**src/rtl/scan_shr_pkg.sv**
```systemverilog
// Shared constants for the display scan shifter: mode encodings and the one-cold reset pattern.
// Combinational helpers only; no latency; no flow control.
// Optional build macro handled elsewhere: SCAN_SHR_ONECOLD_CHECK_EN.
package calc_shr_pkg;

    localparam int MODE_W    = 3;
    localparam int MAX_WIDTH = 16;

    localparam logic [MODE_W-1:0] MODE_HOLD = 3'd0;
    localparam logic [MODE_W-1:0] MODE_SHL  = 3'd1;
    localparam logic [MODE_W-1:0] MODE_SHR  = 3'd2;
    localparam logic [MODE_W-1:0] MODE_ROL  = 3'd3;
    localparam logic [MODE_W-1:0] MODE_ROR  = 3'd4;
    localparam logic [MODE_W-1:0] MODE_LOAD = 3'd5;

    // All ones except bit 0: digit 0 is the active (low) anode after reset.
    function automatic logic [MAX_WIDTH-1:0] default_pattern(input int width);
        logic [MAX_WIDTH-1:0] p;
        p = '0;
        for (int i = 1; i < MAX_WIDTH; i++) begin
            if (i < width) p[i] = 1'b1;
        end
        return p;
    endfunction

endpackage

```
**src/rtl/scan_shr_if.sv**
```systemverilog
// Control and status bundle between the display timing logic and the scan shifter.
// No latency of its own; no backpressure, the shifter accepts every cycle.
// The optional onecold_err output (SCAN_SHR_ONECOLD_CHECK_EN) is a plain port on scan_shr.
interface scan_shr_if
    import calc_shr_pkg::*;
#(
    parameter int WIDTH = 4,
    parameter int IDX_W = $clog2(WIDTH)
);
    logic              enable;
    logic [MODE_W-1:0] mode;
    logic              si;
    logic [WIDTH-1:0]  load_val;
    logic [WIDTH-1:0]  out;
    logic              so;
    logic [IDX_W-1:0]  idx;
    logic              idx_valid;
    logic              tick;
    logic              wrap;

    modport master (
        output enable, mode, si, load_val,
        input  out, so, idx, idx_valid, tick, wrap
    );

    modport slave (
        input  enable, mode, si, load_val,
        output out, so, idx, idx_valid, tick, wrap
    );
endinterface

```
**src/rtl/scan_shr_prescaler.sv**
```systemverilog
// Scan prescaler: raises step on every PRESCALE-th running cycle, tick is step delayed one cycle.
// step is combinational from cnt and run; tick has one cycle of latency.
// No backpressure: run=0 freezes the count, clr restarts it.
module scan_prescaler #(
    parameter int PRESCALE = 1
) (
    input  logic clk,
    input  logic reset,
    input  logic run,
    input  logic clr,
    output logic step,
    output logic tick
);
    localparam int               CNT_W = $clog2(PRESCALE) + 1;
    localparam logic [CNT_W-1:0] LAST  = CNT_W'(PRESCALE - 1);

    logic [CNT_W-1:0] cnt_q, cnt_d;
    logic             tick_q, tick_d;

    assign step = run && (cnt_q == LAST);
    assign tick = tick_q;

    always_comb begin
        cnt_d  = cnt_q;
        tick_d = 1'b0;
        if (clr) begin
            cnt_d = '0;
        end else if (run) begin
            tick_d = step;
            cnt_d  = step ? '0 : cnt_q + CNT_W'(1);
        end
    end

    always_ff @(posedge clk) begin
        if (!reset) begin
            cnt_q  <= '0;
            tick_q <= 1'b0;
        end else begin
            cnt_q  <= cnt_d;
            tick_q <= tick_d;
        end
    end
endmodule

```
**src/rtl/scan_shr.sv**
```systemverilog
// Universal digit-select shifter with prescaler, active-digit index and wrap strobe.
// One-cycle latency from step/load to out; idx/idx_valid are combinational from out.
// No backpressure; optional one-cold guard on rotates via SCAN_SHR_ONECOLD_CHECK_EN.
module scan_shr
    import calc_shr_pkg::*;
#(
    parameter int               WIDTH         = 4,
    parameter logic [WIDTH-1:0] RESET_PATTERN = WIDTH'(default_pattern(WIDTH)),
    parameter int               PRESCALE      = 1,
    parameter int               IDX_W         = $clog2(WIDTH)
) (
    input  logic       clk,
    input  logic       reset,
    scan_shr_if.slave  bus
`ifdef SCAN_SHR_ONECOLD_CHECK_EN
    ,
    output logic       onecold_err
`endif
);
    logic [WIDTH-1:0] out_q, out_d;
    logic             so_q, so_d;
    logic             wrap_q, wrap_d;
    logic             ld, run, step, tick;
    logic [WIDTH-1:0] zeros;
    logic             idx_valid_c;
    logic [IDX_W-1:0] idx_c;

    assign ld  = bus.enable && (bus.mode == MODE_LOAD);
    assign run = bus.enable && (bus.mode != MODE_LOAD);

    scan_prescaler #(.PRESCALE(PRESCALE)) u_presc (
        .clk   (clk),
        .reset (reset),
        .run   (run),
        .clr   (ld),
        .step  (step),
        .tick  (tick)
    );

    // Exactly one zero <=> ~out is a nonzero power of two.
    assign zeros       = ~out_q;
    assign idx_valid_c = (zeros != '0) && ((zeros & (zeros - WIDTH'(1))) == '0);

    always_comb begin
        idx_c = '0;
        for (int i = WIDTH - 1; i >= 0; i--) begin
            if (!out_q[i]) idx_c = IDX_W'(i);
        end
    end

`ifdef SCAN_SHR_ONECOLD_CHECK_EN
    logic err_q, err_d;
`endif

    always_comb begin
        out_d  = out_q;
        so_d   = so_q;
        wrap_d = 1'b0;
`ifdef SCAN_SHR_ONECOLD_CHECK_EN
        err_d  = 1'b0;
`endif
        if (ld) begin
            out_d = bus.load_val;
        end else if (step) begin
            case (bus.mode)
                MODE_SHL: begin
                    out_d = {out_q[WIDTH-2:0], bus.si};
                    so_d  = out_q[WIDTH-1];
                end
                MODE_SHR: begin
                    out_d = {bus.si, out_q[WIDTH-1:1]};
                    so_d  = out_q[0];
                end
                MODE_ROL, MODE_ROR: begin
`ifdef SCAN_SHR_ONECOLD_CHECK_EN
                    if (!idx_valid_c) begin
                        out_d = RESET_PATTERN;
                        err_d = 1'b1;
                    end else
`endif
                    if (bus.mode == MODE_ROL) begin
                        out_d  = {out_q[WIDTH-2:0], out_q[WIDTH-1]};
                        so_d   = out_q[WIDTH-1];
                        wrap_d = !out_q[WIDTH-1];
                    end else begin
                        out_d  = {out_q[0], out_q[WIDTH-1:1]};
                        so_d   = out_q[0];
                        wrap_d = !out_q[0];
                    end
                end
                default: ;
            endcase
        end
    end

    always_ff @(posedge clk) begin
        if (!reset) begin
            out_q  <= RESET_PATTERN;
            so_q   <= 1'b0;
            wrap_q <= 1'b0;
        end else begin
            out_q  <= out_d;
            so_q   <= so_d;
            wrap_q <= wrap_d;
        end
    end

`ifdef SCAN_SHR_ONECOLD_CHECK_EN
    always_ff @(posedge clk) begin
        if (!reset) err_q <= 1'b0;
        else        err_q <= err_d;
    end
    assign onecold_err = err_q;
`endif

    assign bus.out       = out_q;
    assign bus.so        = so_q;
    assign bus.idx       = idx_c;
    assign bus.idx_valid = idx_valid_c;
    assign bus.tick      = tick;
    assign bus.wrap      = wrap_q;
endmodule

```
**src/flat_wrapper.sv**
```systemverilog
// flat-port wrapper written by rule: the top's interface ports become plain ports
module scan_shr_flat import calc_shr_pkg::*;
#(
    parameter int               WIDTH         = 4,
    parameter logic [WIDTH-1:0] RESET_PATTERN = WIDTH'(default_pattern(WIDTH)),
    parameter int               PRESCALE      = 1,
    parameter int               IDX_W         = $clog2(WIDTH)
)
  (clk, reset, bus_enable, bus_mode, bus_si, bus_load_val, bus_out, bus_so, bus_idx, bus_idx_valid, bus_tick, bus_wrap);
  scan_shr_if #(.WIDTH(WIDTH), .IDX_W(IDX_W)) bus_i ();
  input  logic clk;
  input  logic reset;
  input wire logic [$bits(bus_i.enable)-1:0] bus_enable;
  input wire logic [$bits(bus_i.mode)-1:0] bus_mode;
  input wire logic [$bits(bus_i.si)-1:0] bus_si;
  input wire logic [$bits(bus_i.load_val)-1:0] bus_load_val;
  output wire logic [$bits(bus_i.out)-1:0] bus_out;
  output wire logic [$bits(bus_i.so)-1:0] bus_so;
  output wire logic [$bits(bus_i.idx)-1:0] bus_idx;
  output wire logic [$bits(bus_i.idx_valid)-1:0] bus_idx_valid;
  output wire logic [$bits(bus_i.tick)-1:0] bus_tick;
  output wire logic [$bits(bus_i.wrap)-1:0] bus_wrap;
  assign bus_i.enable = bus_enable;
  assign bus_i.mode = bus_mode;
  assign bus_i.si = bus_si;
  assign bus_i.load_val = bus_load_val;
  assign bus_out = bus_i.out;
  assign bus_so = bus_i.so;
  assign bus_idx = bus_i.idx;
  assign bus_idx_valid = bus_i.idx_valid;
  assign bus_tick = bus_i.tick;
  assign bus_wrap = bus_i.wrap;
  scan_shr #(.WIDTH(WIDTH), .RESET_PATTERN(RESET_PATTERN), .PRESCALE(PRESCALE), .IDX_W(IDX_W)) u_core (.clk(clk), .reset(reset), .bus(bus_i));
endmodule
```
**config.mk**
```make
export PLATFORM = sky130hd
export DESIGN_NAME = scan_shr_flat
export DESIGN_NICKNAME = d
export VERILOG_FILES = /design/src/rtl/scan_shr_pkg.sv /design/src/rtl/scan_shr_if.sv /design/src/rtl/scan_shr_prescaler.sv /design/src/rtl/scan_shr.sv /design/src/flat_wrapper.sv
export SDC_FILE = /design/constraint.sdc
export NUM_CORES = 1
export LEC_CHECK = 0
export ABC_AREA = 1
export CAP_MARGIN = 20
export CORE_MARGIN = 2
export CORE_UTILIZATION = 25
export DETAILED_ROUTE_END_ITERATION = 10
export GPL_ROUTABILITY_DRIVEN = 0
export GPL_TIMING_DRIVEN = 0
export PLACE_DENSITY = 0.59
export SLEW_MARGIN = 15
export SYNTH_ARGS = -nofsm -noshare
export SYNTH_HDL_FRONTEND = slang
export SYNTH_HIERARCHICAL = 1
export SYNTH_SLANG_ARGS = --single-unit
```
**constraint.sdc**
```tcl
create_clock -name clk -period 1.41 [get_ports clk]
set_clock_uncertainty 0.2 [all_clocks]
set_input_delay 0.282 -clock clk [delete_from_list [all_inputs] [get_ports clk]]
set_output_delay 0.282 -clock clk [all_outputs]
set_load 0.005 [all_outputs]
```
After elaboration in Yosys (flattened, before gate mapping)

Index checks and enable logic that the tools add are counted.

Add/subtract/negate cells: 2
Eq/ne operators: 6
Multiplexer cells: 12
Bitwise logic cells: 8
Reductions and logical operators: 17

Operators with widths:

| operator                                          | number |
|---|---|
| two-way mux 4 bit                                 | 3 |
| one-hot mux 4 bit (3 select lines)                | 1 |
| two-way mux 2 bit                                 | 4 |
| nonzero test 4 bit                                | 2 |
| == test 3 x 2 -> 1 bit (second input constant)    | 2 |
| == test 3 bit (second input constant)             | 2 |
| NOT 1 bit                                         | 6 |
| bitwise AND 4 bit                                 | 1 |
| logical AND 1 bit                                 | 4 |
| zero test 4 bit                                   | 1 |
| NOT 4 bit                                         | 1 |
| OR reduction 2 bit                                | 2 |
| OR reduction 4 bit                                | 1 |
| subtractor 4 x 1 -> 4 bit (second input constant) | 1 |
| == test 3 x 1 -> 1 bit (second input constant)    | 1 |
| two-way mux 1 bit                                 | 3 |
| inequality test 3 bit (second input constant)     | 1 |
| one-hot mux 1 bit (3 select lines)                | 1 |
| AND reduction 3 bit                               | 1 |
| nonzero test 3 bit                                | 1 |
| OR reduction 3 bit                                | 1 |
| zero test 1 bit                                   | 2 |
| AND reduction 2 bit                               | 1 |
| nonzero test 2 bit                                | 1 |
| adder 1 bit (second input constant)               | 1 |

Bits in registers: 8
Input bits: 11
Output and inout port bits: 10
Word-level logic and storage cells: 50

Logic depth before layout (Yosys ltp)

Depth after elaboration: 5
Mapped depth: 11
Mapped depth without buffers: 11

By module

Netlist, hierarchy kept.

By module, submodules not included:

| module         | instances | cells an instance | area an instance (um^2) | seq. area each (um^2) |
|---|---|---|---|---|
| scan_shr       | 1         | 101               | 544.3                   | 120.1 |
| scan_prescaler | 1         | 11                | 81.3                    | 40.0 |

Worst setup path before layout

OpenSTA, ideal clock, no wires.

Kind: register to output
Start: register u_core.out_q[1] (netlist: u_core/bus.out[1])
End: output bus_idx_valid
Data arrival time: 0.862 ns
Data required time: 0.928 ns
Setup slack: 0.066 ns
Cell stages (with the launch flop): 5
Buffers on the path: 0
Path through: dfxtp_1 > nand2_1 > nor2_1 > inv_1 > a21oi_1

Cells in the longest elaborated chain, start to end: 5
Elaborated cells on any way between the ends: 6
Those cells by class: 1 x add/sub; 2 x bitwise; 3 x reduce/logical

RTL lines:

| what                      | line               | RTL |
|---|---|---|
| start, declared           | scan_shr.sv:20     | `logic [WIDTH-1:0] out_q, out_d;` |
| start signal, assigned    | scan_shr.sv:102    | `out_q <= out_d;` |
| NOT 4 bit *               | scan_shr.sv:41     | `assign zeros = ~out_q;` |
| subtractor 4 x 1 -> 4 bit | scan_shr.sv:42     | `assign idx_valid_c = (zeros != '0) && ((zeros & (zeros - WIDTH'(1))) == '0);` |
| bitwise AND 4 bit         | scan_shr.sv:42     |  |
| zero test 4 bit           | scan_shr.sv:42     |  |
| logical AND 1 bit *       | scan_shr.sv:42     |  |
| end, declared             | flat_wrapper.sv:20 | `output wire logic [$bits(bus_i.idx_valid)-1:0] bus_idx_valid;` |

Every way passes the cells marked *; elsewhere a longest branch is shown, timed or not.

Worst setup path in the final report

Start: register u_core.out_q[3] (netlist: u_core/bus.out[3])
End: output bus_idx_valid

The elaborated chain is that of the path after synthesis.

==> impl_metrics.tcl <==
set metrics [dict create \
    fin_util_pct 38.73 \
    cts_tree "yes" \
    worstHoldStart "u_core/u_presc/cnt_q" \
    worst_slew_pin_slew_ns 0.3167 \
    dp.final_hpwl_mm 1.217 \
    path_clk_slew_ns 0.06 \
    synth.largest_area_cell "dfxtp_1" \
    min_path_type "flop to flop" \
    start_util_pct 25.72 \
    grt_pass1_vias 709 \
    worstPathCellList "buf_4 -> o22ai_1 -> a21oi_2 -> buf_2" \
    worstSetupPathType "flop to output pin" \
    synth_commonest_cells "34 x nand2_1, 20 x inv_1, 18 x nand3_1" \
    critPathArrivalTime_ns 1.09 \
    die_w_um 54.03 \
    cts-root-buf "clkbuf_4" \
    antenna_cells 0 \
    numPortBuffers 20 \
    slew_viol_final 0 \
    postSynthCellCount 112 \
    fp.dieH_um 54.03 \
    outcome "finished, violations left" \
    synth.area.top_cells "dfxtp_1 26%, nand2_1 20%, nand3_1 14%" \
    reg2reg_to "u_core/bus.out[0]" \
    hold_viol_final 0 \
    final_layout_size_suffix_gt1_share_pct 31.25 \
    reg2regPathDepth 8 \
    max_slew_margin_pct 78.88 \
    detail_route.first_pass.iterations 4 \
    placementRows 18 \
    synthToLayoutAreaGrowth_pct 50.60 \
    rsz0062_at_grt "yes" \
    violations "negative setup slack" \
    synth_edf_count 0 \
    drt-vias-per-instance 4.552 \
    min_to "u_core/u_presc/cnt_q" \
    cp_data_required_time_ns 0.93 \
    synth_area_um2 625.6 \
    dieArea_um2 2919 \
    postRouteAntennaNets 0 \
    vias 792 \
    ys_seq_area_share_pct 25.60 \
    cts_buffers 3 \
    fin_crit_sh_pct 111.6 \
    cpPeakStageDelay_ns 0.36 \
    drt_iter0_drc 28 \
    h-tree-depth 1 \
    ios 21 \
    synth.distinct_cells 16 \
    ys_seq_elements 8 \
    grt_start_max_net_pins 11 \
    crit_fanout 4 \
    grt_pass1_wl_mm 2.856 \
    clkLatencyLatePin_ns 0.27 \
    syn_nets 123 \
    synth_most_common_cell "nand2_1" \
    cts_sinks 8 \
    min_period_ns 1.573 \
    ctsLongestPathBuffers 2 \
    leakagePower_nw 0.5342 \
    gr-usage-all-layers_pct 13.63 \
    wl_per_cell_um 10.07 \
    yosysWarnings 6 \
    ys.flop_type "dfxtp_1" \
    setup_viol 2 \
    cp-start-kind "flop" \
    r2r-start "u_core/bus.out[1]" \
    r2r_setup_slack_ns 0.14 \
    synth.avg_cell_area_um2 5.586 \
    setup.worst_path.end_class "output pin" \
    layout.nets 157 \
    ir_worst_vdd_uv 268.2 \
    async_reset_ff_share_pct 0 \
    timing.fmax_mhz 635.7 \
    wl_mm 1.753 \
    yosysTopAreaCellShare_pct 25.60 \
    dp_slack_ns -0.6575 \
    hold_path_depth 2 \
    cpMaxStageDelayCell "dfxtp_4" \
    coreArea_um2 2432 \
    layout_setup_ws_ns -0.1630 \
    cap_violations 0 \
    power.density_nw_per_um2 744.6 \
    post-route-drc-count 0 \
    overflow 0 \
    antenna_found_initial 0 \
]
==> area by class of cell <==
class                           instances  area, um^2
Multi-Input combinational cell         82       400.4
Fill cell                             272        1490
Buffer                                  1       11.26
Sequential cell                         8       175.2
Tap cell                               30       37.54
Timing Repair Buffer                   29       216.5
Inverter                               21       78.83
Clock buffer                            3       22.52
==> what timing repair did <==
| item | 4_1_cts | 5_1_grt |
|---|---|---|
| buffers inserted | 6 | 3 |
| endpoints found under the setup margin | 17 | 8 |
| pin swaps | 1 | 1 |
| resized for setup | 42 | 14 |
| hold buffers | 0 | 0 |
| cloned | 0 | 0 |
==> flip-flops by register name (all words and copies together), names as in the netlist <==
| signal | flops |
|---|---|
| u_core/bus.out | 4 |
| u_core/bus.so | 1 |
| u_core/bus.wrap | 1 |
| u_core/u_presc/cnt_q | 1 |
| u_core/u_presc/tick | 1 |
==> worst max path at each step <==
stage                            startpoint           endpoint  slack, ns  cells past startpoint
after floorplan           u_core/bus.out[1]      bus_idx_valid       0.07                      4
final                     u_core/bus.out[3]      bus_idx_valid      -0.16                      4
after CTS                 u_core/bus.out[2]      bus_idx_valid      -0.18                      6
after global routing      u_core/bus.out[3]      bus_idx_valid      -0.23                      6
after global placement          bus_mode[1]  u_core/bus.out[0]      -0.66                     12
after detailed placement        bus_mode[1]  u_core/bus.out[0]      -0.66                     12
==> cell families after synthesis <==
group / count (synthesis) / synth area share [%]
AND/OR/NAND/NOR: 73 / 52.20
AO/OA/AOI/OAI: 9 / 7.799
flip-flops: 8 / 25.60
buffers and inverters: 22 / 14.40
==> critical path, delay by kind of cell, from the launching register on <==
family	cells	cell delay, ns
AOI/OAI and AO/OA	2	0.21
buffers and inverters	2	0.26
DFF	1	0.36
==> cells in the final DEF, fill, tap and decap left out <==
cell	count
nand2_1	32
nand3_1	17
inv_1	15
nor2_1	11
buf_4	9
clkdlybuf4s50_1	6
inv_2	6
dlygate4sd2_1	5
clkbuf_2	5
buf_2	4
nand2_2	4
dfxtp_4	4
dfxtp_1	4
clkbuf_4	3
nand3_2	3
nor2_2	3
a21oi_1	3
a21oi_2	2
or2_1	2
o22ai_1	1
buf_6	1
o21ai_0	1
nand2_4	1
o21ai_1	1
o21a_1	1
==> per-layer routing <==
metal | part of all wire (%) | up-vias | track usage, %
met2 | 53 | 20 | 26.02
met3 | 5.2 | 5 | 1.667
met1 | 40 | 354 | 14.19
met5 | 0 | - | 0
li1 | - | 413 | -
met4 | 1.6 | 0 | 7.500
==> stage by stage <==
stage / hold WS, ns / cells / power (mW) / cell area (um^2) / TNS [ns]
floorplan: 0.2146 / 112 / 0.3782 / 625.6 / 0
global placement: 0.2267 / 162 / 0.4831 / 863.3 / -5.204
detailed placement: 0.2367 / 162 / 0.4866 / 863.3 / -5.334
CTS: 0.2449 / 171 / 0.6894 / 928.4 / -0.2628
global route: 0.2696 / 174 / 0.7531 / 942.2 / -0.4409
finish: 0.2416 / 174 / 0.7015 / 942.2 / -0.2638
==> power breakdown <==
group / internal [mW] / switching, mW
Sequential: 0.242 / 0.0143
Clock: 0.0985 / 0.0943
Combinational: 0.121 / 0.132
Power figures use the tool's default switching activity.
==> RTL change, RTL diff (same settings) <==
Set the package constant `MODE_W` to 6 (it was 3).
--- a/src/rtl/scan_shr_pkg.sv
+++ b/src/rtl/scan_shr_pkg.sv
@@ -4,5 +4,5 @@
 package calc_shr_pkg;
 
-    localparam int MODE_W    = 3;
+    localparam int MODE_W    = 6;
     localparam int MAX_WIDTH = 16;
 
Interface: changed (resized bus_mode); port bits go from 21 to 24. The function was not compared with the original's and may differ.
==> RTL change against the original RTL <==
  * The run still ends with setup timing left
  * Combinational power decreased by 33%
  * Design area is 16% higher
  * Worst setup slack improved by 16 ps
  * Non-clock buffer count grew 6
  * Core utilization grew 4.7 points
  * Count of clock-buffer cells in the layout did not move
  * Sequential cell count stayed put
  * Routed wire length increased by 17%
  * Hold slack got worse by 8.4 ps
  * Sequential share of layout area is 2.6 points lower
  * Via count grew 2.8%
  * Power down 17%
  * Synthesized area increased by 8.6%
  * Clock power decreased by 6%
==> RTL change: results <==
set metrics [dict create \
    worst_r2r_path_depth 6 \
    utilization_pct 43.45 \
    cts_made_buffers 3 \
    first_global_vias 772 \
    p_leak_nw 0.5632 \
    clkSlewWorstSetupHoldPaths_ps 60 \
    power.density_cell_area_mw_per_mm2 532.9 \
    total_routing_resource_utilization_after_global_routing_pct 12.94 \
    first_pass_grt_wire_length_mm 3.229 \
    synth.net_count 120 \
    hold_class "register to register" \
    ys.warnings.count 6 \
    layout-drive-gt1-share_pct 44.14 \
    finish_stage_setup_viols 3 \
    cp_slowest_stage_delay_ps 360 \
    routed_wl_mm 2.051 \
    cells_taking_the_most_area_after_synthesis "dfxtp_1 24%, nand2_1 13%, nand3_1 10%" \
    relative_contribution_of_combinational_cells_to_total_power_pct 29.1 \
    worst_path_dominant_cell_family "flip-flops" \
    yosysSeqAreaShare_pct 23.57 \
    final.setup.tns_ps -217.5 \
    critical_path_arrival_ps 1070 \
    place_worst_setup_slack_ps -687.9 \
    vdd_drop_max_mv 0.4552 \
    hold_slack_ps 233.2 \
    antenna_violations_before_repair 0 \
    nFillCells 278 \
    num-nets-final 161 \
    critical_path.reg2reg.endpoint "u_core/bus.out[2]" \
    wl_per_cell_um 11.72 \
    critical_path_peak_fanout 5 \
    final.setup.worst_slack_ps -146.6 \
    grt_max_degree 11 \
    synth_top_cells_by_count "23 x nand2_1, 18 x inv_1, 14 x nand3_1, 8 x dfxtp_1, 8 x nor2_1" \
    outcome "complete, but fails checks" \
    via_count 814 \
    dp_hpwl_mm 1.298 \
    drt_first_iter_violations 8 \
    worst_slew_pin_slew_ps 294.1 \
    syn-instance-count 106 \
    violations_in_the_final_reports "setup timing" \
    timing.critical_path.from "u_core/bus.out[3]" \
    portBuffers 23 \
    power_frac_clock_pct 31.1 \
    synth.distinct_cells 22 \
    root_buffer "clkbuf_4" \
    power.net_switching_w 0.0001787 \
    placement_stage_cell_area_sq_um 947.2 \
]
## RTL change: layer usage
layer  track usage [%]  wire length (um)  vias to the layer above
met2             22.86              1060                       15
met3             4.186                80                        0
met5                 0                 0                        -
li1                  -                 -                      425
met1             15.00               910                      374
met4             3.061                 0                        0
## RTL change: area by class of cell
cell class	count	share of cell area, %
Buffer	1	1.027
Clock buffer	3	2.055
Timing Repair Buffer	35	23.86
Tap cell	30	3.425
Sequential cell	8	15.98
Multi-Input combinational cell	79	46.92
Inverter	19	6.735
## RTL change: repair_timing
item,CTS,global route
gates cloned,1,0
pin swaps,7,7
endpoints found under the setup margin,18,9
gates resized for setup,57,23
setup buffers,8,4
## RTL change: cell families (layout without fill, tap and decap cells)
| group | count (synthesis) | after routing | share of synthesized area (%) |
|---|---|---|---|
| AO/OA/AOI/OAI | 10 | 10 | 8.288 |
| flip-flops | 8 | 8 | 23.57 |
| AND/OR/NAND/NOR | 68 | 69 | 55.99 |
| buffers and inverters | 20 | 58 | 12.15 |
